## src/rtl/pong_pkg.sv

```systemverilog
// Shared geometry defaults, derived paddle limits and the detent direction type.
package pong_pkg;

    localparam int SCREEN_H_DEFAULT = 480;
    localparam int PADDLE_H_DEFAULT = 64;

    typedef enum logic [1:0] {
        DIR_NONE = 2'd0,
        DIR_UP   = 2'd1,
        DIR_DOWN = 2'd2
    } dir_t;

    function automatic int y_max(input int screen_h, input int paddle_h);
        return screen_h - paddle_h;
    endfunction

    function automatic int y_rst(input int screen_h, input int paddle_h);
        return y_max(screen_h, paddle_h) / 2;
    endfunction

endpackage

```

## src/rtl/button_debounce.sv

```systemverilog
// Synchronizes a raw switch, accepts a level only after it holds DEBOUNCE_CYCLES,
// and pulses pressed_pulse for one cycle on each accepted release->press flip.
module button_debounce #(
    parameter int DEBOUNCE_CYCLES = 250000
) (
    input  logic clk,
    input  logic rst,
    input  logic raw,
    output logic pressed_pulse
);

    localparam int CNT_W = $clog2(DEBOUNCE_CYCLES + 1);

    logic             sync1_q;
    logic             sync2_q;
    logic             level_q;
    logic [CNT_W-1:0] cnt_q;

    always_ff @(posedge clk) begin
        if (rst) begin
            sync1_q       <= 1'b0;
            sync2_q       <= 1'b0;
            level_q       <= 1'b0;
            cnt_q         <= '0;
            pressed_pulse <= 1'b0;
        end else begin
            sync1_q       <= raw;
            sync2_q       <= sync1_q;
            pressed_pulse <= 1'b0;
            // Any return to the accepted level restarts the stability count.
            if (sync2_q == level_q) begin
                cnt_q <= '0;
            end else if (cnt_q == CNT_W'(DEBOUNCE_CYCLES)) begin
                level_q       <= sync2_q;
                cnt_q         <= '0;
                pressed_pulse <= sync2_q;
            end else begin
                cnt_q <= cnt_q + CNT_W'(1);
            end
        end
    end

endmodule

```

## src/rtl/paddle_controller.sv

```systemverilog
// One player's paddle: clamped vertical position driven by encoder detents plus a
// debounced serve pulse. Define PADDLE_ACCEL_EN to enable same-direction speed streaks.
module paddle_controller
    import pong_pkg::*;
#(
    parameter int SCREEN_H        = SCREEN_H_DEFAULT,
    parameter int PADDLE_H        = PADDLE_H_DEFAULT,
    parameter int Y_W             = 10,
    parameter int STEP            = 8,
    parameter int DEBOUNCE_CYCLES = 250000,
    parameter int ACCEL_WINDOW    = 2500000
) (
    input  logic           clk,
    input  logic           rst,
    input  logic           up,
    input  logic           down,
    input  logic           button,
    input  logic           freeze,
    output logic [Y_W-1:0] paddle_y,
    output logic           serve,
    output logic           at_top,
    output logic           at_bottom
);

    localparam int           Y_MAX_I = y_max(SCREEN_H, PADDLE_H);
    localparam int           Y_RST_I = y_rst(SCREEN_H, PADDLE_H);
    localparam logic [Y_W:0] Y_MAX_W = (Y_W + 1)'(Y_MAX_I);

    // up/down are single-cycle strobes with no back-pressure: every high cycle is one
    // detent and is always accepted, including back-to-back cycles.
    dir_t         dir;
    logic [Y_W:0] step;
    logic [Y_W:0] y_ext;
    logic [Y_W:0] y_sum;
    logic [Y_W:0] y_next;

    always_comb begin
        dir = DIR_NONE;
        if (!freeze && up && !down) begin
            dir = DIR_UP;
        end else if (!freeze && down && !up) begin
            dir = DIR_DOWN;
        end
    end

`ifdef PADDLE_ACCEL_EN
    localparam int GAP_W = $clog2(ACCEL_WINDOW + 1);

    logic [GAP_W-1:0] gap_q;
    logic [1:0]       streak_q;
    logic [1:0]       streak_d;
    dir_t             last_dir_q;

    // The streak qualified by this detent scales its own step, so a broken streak
    // moves at base speed immediately.
    always_comb begin
        streak_d = 2'd0;
        if (dir == last_dir_q && gap_q < GAP_W'(ACCEL_WINDOW)) begin
            streak_d = (streak_q == 2'd3) ? 2'd3 : streak_q + 2'd1;
        end
        step = (Y_W + 1)'(STEP * (1 + int'(streak_d)));
    end

    always_ff @(posedge clk) begin
        if (rst) begin
            gap_q      <= GAP_W'(ACCEL_WINDOW);
            streak_q   <= 2'd0;
            last_dir_q <= DIR_NONE;
        end else if (dir != DIR_NONE) begin
            gap_q      <= '0;
            streak_q   <= streak_d;
            last_dir_q <= dir;
        end else begin
            if (gap_q < GAP_W'(ACCEL_WINDOW)) begin
                gap_q <= gap_q + GAP_W'(1);
            end
            if (freeze) begin
                streak_q <= 2'd0;
            end
        end
    end
`else
    always_comb begin
        step = (Y_W + 1)'(STEP);
    end
`endif

    // Compare before subtracting so the unsigned position never wraps.
    always_comb begin
        y_ext  = {1'b0, paddle_y};
        y_sum  = y_ext + step;
        y_next = y_ext;
        case (dir)
            DIR_UP:   y_next = (y_ext < step) ? '0 : y_ext - step;
            DIR_DOWN: y_next = (y_sum > Y_MAX_W) ? Y_MAX_W : y_sum;
            default:  y_next = y_ext;
        endcase
    end

    always_ff @(posedge clk) begin
        if (rst) begin
            paddle_y  <= Y_W'(Y_RST_I);
            at_top    <= 1'b0;
            at_bottom <= 1'b0;
        end else begin
            paddle_y  <= y_next[Y_W-1:0];
            at_top    <= (y_next == '0);
            at_bottom <= (y_next == Y_MAX_W);
        end
    end

    button_debounce #(
        .DEBOUNCE_CYCLES(DEBOUNCE_CYCLES)
    ) u_serve_debounce (
        .clk          (clk),
        .rst          (rst),
        .raw          (button),
        .pressed_pulse(serve)
    );

endmodule
```

## config.mk

```make
export PLATFORM = sky130hd
export DESIGN_NAME = paddle_controller
export DESIGN_NICKNAME = d
export VERILOG_FILES = /design/src/rtl/pong_pkg.sv /design/src/rtl/button_debounce.sv /design/src/rtl/paddle_controller.sv
export SDC_FILE = /design/constraint.sdc
export NUM_CORES = 1
export LEC_CHECK = 0
export CAP_MARGIN = 15
export CORE_MARGIN = 2
export CORE_UTILIZATION = 45
export DETAILED_ROUTE_END_ITERATION = 10
export GPL_TIMING_DRIVEN = 1
export HOLD_SLACK_MARGIN = 0.03
export MAX_ROUTING_LAYER = met4
export PLACE_DENSITY = 0.77
export SLEW_MARGIN = 5
export SYNTH_ARGS = -nofsm -noshare
export SYNTH_HDL_FRONTEND = slang
export SYNTH_SLANG_ARGS = --single-unit
```

## constraint.sdc

```tcl
create_clock -name clk -period 1.9 [get_ports clk]
set_input_delay 0.19 -clock clk [delete_from_list [all_inputs] [get_ports clk]]
set_output_delay 0.19 -clock clk [all_outputs]
set_load 0.01 [all_outputs]
```

After elaboration in Yosys (flattened, before gate mapping)
Index checks and enable logic that the tools add are counted.
- bits of input ports: 6
- word-level logic and storage cells: 36
- bits in registers: 34
- output and inout bits: 13
- eq/ne operators: 5
- bitwise logic cells: 2
- multiplexer cells: 5
- reduce and logical (&&, ||, !) cells: 11
- $add $sub $neg: 3
- magnitude comparators: 2
- operator list (cell ; count):
    $mux W11 ; 2
    $pmux W11 S2 ; 1
    $add A18 B1 Y18 const B ; 1
    $eq A18 B18 Y1 const B ; 1
    $add A10 B4 Y11 const B ; 1
    $eq A11 B9 Y1 const B ; 1
    $gt A11 B9 Y1 const B ; 1
    $logic_not A11 Y1 ; 1
    $sub A10 B4 Y11 const B ; 1
    $lt A10 B4 Y1 const B ; 1
    $reduce_or A3 Y1 ; 2
    $logic_and A1 B1 Y1 ; 4
    $mux W2 ; 2
    $logic_not A1 Y1 ; 3
    $eq A2 B1 Y1 const B ; 1
    $eq A2 B2 Y1 const B ; 1
    $not A1 Y1 ; 2
    $reduce_and A2 Y1 ; 1
    $eq A1 B1 Y1 ; 1

Depth between registers and ports, before layout
Gate-level depths: netlist of run 1.
- depth in word-level cells: 8
- depth in mapped cells: 9

Modules after synthesis
A second synthesis of run 1 with hierarchy kept.
- cells, all modules: 240
- area total of the unflattened synthesis: 1985.7 µm²
- modules (own cells, without submodules) (module ; cells an instance ; instances ; area an instance (µm²)):
    paddle_controller ; 126 ; 1 ; 1001.0
    button_debounce ; 114 ; 1 ; 984.7

Least setup slack after synthesis of run 1
Ideal clock, no wire load.
- path type: register to register
- from: reg paddle_y[3]
- to: reg at_top
- period minus slack after synthesis: 2.175 ns
- stages on the path, launching flop included: 9
- library setup time: 0.073 ns
- slack: -0.275 ns
- arrival time: 2.102 ns
- path through: dfxtp_1 > clkbuf_1 > inv_1 > ha_1 > o21ai_2 > a211oi_1 > o31a_1 > or3_1 > nor3_2
- cells in the longest elaborated chain, start to end: 5
- elaborated cells on any way between the ends: 8
- ends and longest elaborated chain (item ; RTL line ; source):
    from (decl) ; paddle_controller.sv:19 ; output logic [Y_W-1:0] paddle_y,
    from (signal assigned) ; paddle_controller.sv:102 ; paddle_y <= Y_W'(Y_RST_I);
    from (signal assigned) ; paddle_controller.sv:106 ; paddle_y <= y_next[Y_W-1:0];
    $add A10 B4 Y11 ; paddle_controller.sv:91 ; y_sum = y_ext + step;
    $gt A11 B9 Y1 ; paddle_controller.sv:95 ; DIR_DOWN: y_next = (y_sum > Y_MAX_W) ? Y_MAX_W : y_sum;
    $mux W11 ; paddle_controller.sv:95 ;
    $pmux W11 S2 * ; paddle_controller.sv:93 ; case (dir)
    $logic_not A11 Y1 * ; paddle_controller.sv:107 ; at_top <= (y_next == '0);
    to (signal assigned) ; paddle_controller.sv:107 ;
    to (decl) ; paddle_controller.sv:21 ; output logic at_top,
Every way passes the cells marked *; elsewhere a longest branch is shown, timed or not.
A chain may end at the register's enable or synchronous reset.

Worst setup path in the final report of run 1
Same ends and word-level chain as after synthesis.

==> flow_summary.toml, run 1 <==
[run_status]
status = "finished with violations"
violations = "negative setup slack"

[placed_design]
dp_cells = 315
port_buffers = 18
gp_congestion = 0.940
place_hpwl_um = 3150

[detailed_routing]
antenna_left = 0
firstDrtPassIters = 4
avgViaCountPerCell = 5.49
drc = 0
wl_per_cell_um = 13.9
num_vias = 1774
drt-total-wl_um = 4490
drt_iter0_markers = 83

[setup_path]
max_stage_delay_ns = 0.51
setup.worst_path.start_class = "flip-flop"
end_kind = "flip-flop"
cp_cell_sequence = "or4b_4, or4_1, a211o_1, nor3_2"
path_delay_family = "simple AND/OR/NAND/NOR gates"
crit_slowest_cell = "or4b_4"
cp_max_fo = 5
worstPathArrival_ns = 2.19
worstRegToRegCells = 4
crit_type = "reg -> reg"
cp_num_cells = 4
worst_ep_required_time_ns = 2.12
crit_buf_inv = 0

[power_and_ir_drop]
total_power_mw = 1.55
powerDensity_mw_per_mm2 = 609
power_leakage_nw = 0.942
vdd_drop_max_mv = 0.563

[synth]
synth_top_area_share = 0.368
ys_seq_area_frac = 0.368
syn_area_sq_mm = 0.00185
ys_ff_latch = 34
synth.distinct_cells = 48
syn_area_per_cell_sq_um = 8.30
yosysWarnings = 0
ys_top_cells_by_area = "dfxtp_1 37%, nor2_1 6.7%, xor2_1 6.6%"
yosysMostFrequentCell = "dfxtp_1"
synth_edf_count = 0
async_flop_share = 0
synth_common_cells = "34 x dfxtp_1, 33 x nor2_1, 14 x xor2_1"
ys.flop_type = "dfxtp_1"
yosysTopAreaCell = "dfxtp_1"
synth.net_count = 233
syn_inst = 223

[clock_network]
root_buffer = "clkbuf_8"
h-tree-depth = 2
clk_pin_slew_ns = 0.07
cts_buffers = 5
cts.path.max_buffers = 2
cts_tree = "done"
cts.sinks = 34
clock_latency_ns = 0.29

[cells_and_area]
final_nets = 282
drive_gt1_frac = 0.260
syn2layout_area_growth_pct = 37.1
utilization = 0.639
n_fill_cell = 338
diodes = 0
fin_cells = 323

[grt]
met3_usage = 0.0625
antenna_found_initial = 0
use_met1 = 0.238
use_met2 = 0.403
grt_pass1_wl_um = 7650
track_usage = 0.228
grt_max_degree = 19
gr-max-usage-layer = "met2"
first_global_vias = 1756
overflow = 0

[floorplanning]
floorplan.initialDensity = 0.466
die_area_sq_mm = 0.00464
core_sq_mm = 0.00397
fp-row-count = 23
num_io_pins = 19
die_w_um = 68.1
die_h_um = 68.1

[timing]
max_clock_freq_mhz = 509
slew_headroom = 0.756
drv_slew = 0
setup_viol = 4
tightest_slew_ns = 0.361
finalClockSkew_ns = 0.00428
rsz0062_at_grt = "true"
post-route-min-period_ns = 1.97
setup_ws_ns = -0.0657
min_period_over_period = 1.03
hold_violations = 0

[flow_run]
cap_violations = 0

[min_path]
hold_depth = 1
min_path_type = "reg -> reg"
[per-layer routing]
layer  wire (um)  up-vias  share of wire
met5           0        -              0
met4          98        0          0.022
met3         160        9          0.036
met2        2320       38           0.52
met1        1910      845           0.43
li1            -      882              -
[registers in the layout, summed over array words and instances, names as in the netlist]
signal and cells:
at_bottom 1, at_top 1, paddle_y 10, u_serve_debounce.cnt_q 18
u_serve_debounce.level_q 1, u_serve_debounce.pressed_pulse 1, u_serve_debounce.sync1_q 1, u_serve_debounce.sync2_q 1
[power breakdown]
group / total [mW] / internal [mW] / switching [mW]
logic: 0.248 / 0.127 / 0.121
clock network: 0.556 / 0.291 / 0.265
registers: 0.742 / 0.724 / 0.0188
total: 1.55 / 1.14 / 0.405
[layout by cell type (no fill, tap or decap), drive strengths merged, types with 2 or more instances in the layout]
cell type	instances
nor3b	5
and4	2
ha	4
xor2	14
and3	7
clkbuf	6
dfxtp	34
a211oi	4
buf	34
nand4	5
xnor2	7
or3b	2
nor3	8
o211ai	2
nor2b	7
inv	9
nand2b	4
nor4	5
or4	2
a21o	3
and2	3
o21ai	8
nor2	33
nand3	11
a31oi	2
clkdlybuf4s50	18
nand2	10
or3	2
a21oi	5
[kinds of logic after synthesis]
kind of cell | count (synthesis) | synth area share
compound gates | 33 | 0.125
mux | 1 | 0.00541
simple gates | 111 | 0.336
buf+inv | 19 | 0.0392
xor+xnor | 21 | 0.0994
fa+ha+maj | 4 | 0.0270
flops | 34 | 0.368
[layout make-up]
| type | count | area, sq um | area share |
|---|---|---|---|
| clock buffers | 6 | 82.6 | 0.0325 |
| clock inverters | 2 | 12.5 | 0.00493 |
| inverters | 9 | 33.8 | 0.0133 |
| multi-input cells | 170 | 1200 | 0.475 |
| flip-flops and latches | 34 | 689 | 0.272 |
| well taps | 50 | 62.6 | 0.0247 |
| repair buffers | 52 | 452 | 0.178 |
[what timing repair did]
item / in CTS / in global routing
endpoints found under the setup margin: 6 / 8
gates resized for setup: 11 / 12
buffers inserted: 0 / 1
pin swaps: 7 / 7
hold buffers: 0 / 0
[through the flow]
stage                     area, sq um  setup slack [ns]  hold WS, ns  setup TNS (ns)
after global placement           2350            -0.206        0.421           -1.14
after floorplan                  1900           -0.0103        0.262         -0.0164
after global routing             2540            -0.217        0.467           -1.00
after CTS                        2480           -0.0397        0.454          -0.150
after detailed placement         2350            -0.215        0.439           -1.19
final                            2540           -0.0657        0.453          -0.120
[path summary, 6_finish.rpt]
path / slack [ns] / endpoint / from
max: -0.07 / at_top / paddle_y[3]
max reg2reg: -0.07 / at_top / paddle_y[3]
min reg2reg: 0.45 / u_serve_debounce.sync2_q / u_serve_debounce.sync1_q
min: 0.45 / u_serve_debounce.sync2_q / u_serve_debounce.sync1_q
Power figures use the tool's default switching activity.
==> inputs of run 2 (changes only) <==
CORE_UTILIZATION = 47   (was 45)
PLACE_DENSITY = 0.8   (was 0.77)
==> flow_summary.toml, run 2 (synthesized netlist as in run 1, its figures left out) <==
[run_status]
status = "finished with violations"
violations = "negative setup slack"

[clock_network]
cts_buffers = 5
clk_pin_slew_ns = 0.07
cts.path.max_buffers = 2
cts_tree = "done"
root_buffer = "clkbuf_8"
cts.sinks = 34
h-tree-depth = 2
clock_latency_ns = 0.28
cts_hold_buf = 0

[setup_path]
crit_type = "reg -> reg"
crit_slowest_cell = "or4b_4"
path_delay_family = "simple AND/OR/NAND/NOR gates"
cp_max_fo = 5
r2r_slack_ns = -0.09
end_kind = "flip-flop"
max_stage_delay_ns = 0.52
setup.worst_path.start_class = "flip-flop"
crit_buf_inv = 0
worstPathArrival_ns = 2.20
worst_ep_required_time_ns = 2.11
cp_cell_sequence = "or4b_4, or4_4, a211o_1, nor3_2"

[timing]
finalClockSkew_ns = 0.00879
post-route-min-period_ns = 1.99
min_period_over_period = 1.05
hold_violations = 0
tightest_slew_ns = 0.360
setup-tns-final_ns = -0.178
setup_viol = 3
slew_headroom = 0.758
max_clock_freq_mhz = 502
rsz0062_at_grt = "true"
holdWs_ns = 0.452
setup_ws_ns = -0.0906
drv_slew = 0

[detailed_routing]
firstDrtPassIters = 4
antenna_left = 0
drc = 0
top_layer_used = "met4"
met1Wirelength_um = 1930
wl_met3_um = 176
wl_per_cell_um = 13.8
avgViaCountPerCell = 5.40
route.met2.wl_um = 2370
drt_iter0_markers = 58
drt-total-wl_um = 4510
num_vias = 1772

[grt]
first_global_vias = 1725
grt_pass1_wl_um = 7470
overflow = 0
track_usage = 0.230
antenna_found_initial = 0
grt_max_degree = 19

[placed_design]
place_hpwl_um = 3340
port_buffers = 18
gp_congestion = 0.887

[floorplanning]
die_h_um = 66.7
floorplan.initialDensity = 0.498
core_sq_mm = 0.00372
fp-row-count = 22
num_io_pins = 19
die_w_um = 66.7
die_area_sq_mm = 0.00445

[cells_and_area]
reg_top3 = "u_serve_debounce.cnt_q: 18 flops, paddle_y: 10 flops"
n_fill_cell = 303
final_nets = 289
syn2layout_area_growth_pct = 40.2
largest_register_ffs = 18
final_common_cell = "buf_4"
drive_gt1_frac = 0.286
layout_common_cells = "41 x buf_4, 33 x nor2_1, 28 x dfxtp_1"
largest-register = "u_serve_debounce.cnt_q"
diodes = 0

[power_and_ir_drop]
vdd_drop_max_mv = 0.788
powerDensity_mw_per_mm2 = 621
total_power_mw = 1.61
power_leakage_nw = 0.980

[min_path]
min_path_type = "reg -> reg"

[flow_run]
cap_violations = 0
run 2: timing repair:
item	CTS	global route
setup endpoints to repair	8	9
resized for setup	14	11
pin swaps	8	3
buffers inserted	1	3
run 2: layout make-up:
type	count	area, sq um	share of cell area
timing repair buffer	59	488	0.188
inverter	9	33.8	0.0130
clock buffer	8	110	0.0424
multi-input combinational	170	1210	0.466
sequential	34	693	0.267
tap	48	60.1	0.0231
run 2: through the flow:
| step | utilization | area (sq um) | setup slack (ns) | std cells |
|---|---|---|---|---|
| 2_1_floorplan | - | 1900 | -0.0103 | 223 |
| 3_3_place_gp | 0.634 | 2350 | -0.278 | 316 |
| 3_5_place_dp | 0.634 | 2350 | -0.319 | 316 |
| 4_1_cts | 0.681 | 2530 | -0.0415 | 325 |
| 5_1_grt | 0.698 | 2590 | -0.157 | 328 |
| 6_report | 0.698 | 2590 | -0.0906 | 328 |
run 2: metal layers:
layer	vias to the layer above	global-route usage
li1	893	-
met1	843	0.248
met2	32	0.415
met3	4	0.0507
met4	0	0.0765
met5	-	-
run 2: power breakdown:
group          switching (mW)  total (mW)  leakage (nW)  internal (mW)
Combinational           0.122       0.254         0.645          0.132
Clock                   0.249       0.614        0.0575          0.366
Sequential             0.0183       0.742         0.277          0.724
run 2: final timing paths:
path / endpoint / start / cells after the start
worst max-delay path: at_top / paddle_y[3] / 4
worst min-delay path: u_serve_debounce.sync2_q / u_serve_debounce.sync1_q / 1
worst max register to register: at_top / paddle_y[3] / 4
worst min register to register: u_serve_debounce.sync2_q / u_serve_debounce.sync1_q / 1
==> inputs of run 3 (changes only) <==
SLEW_MARGIN = not set   (was 5)
==> results of run 3 <==
Final layout, timing and power as in run 2 (identical DEF).
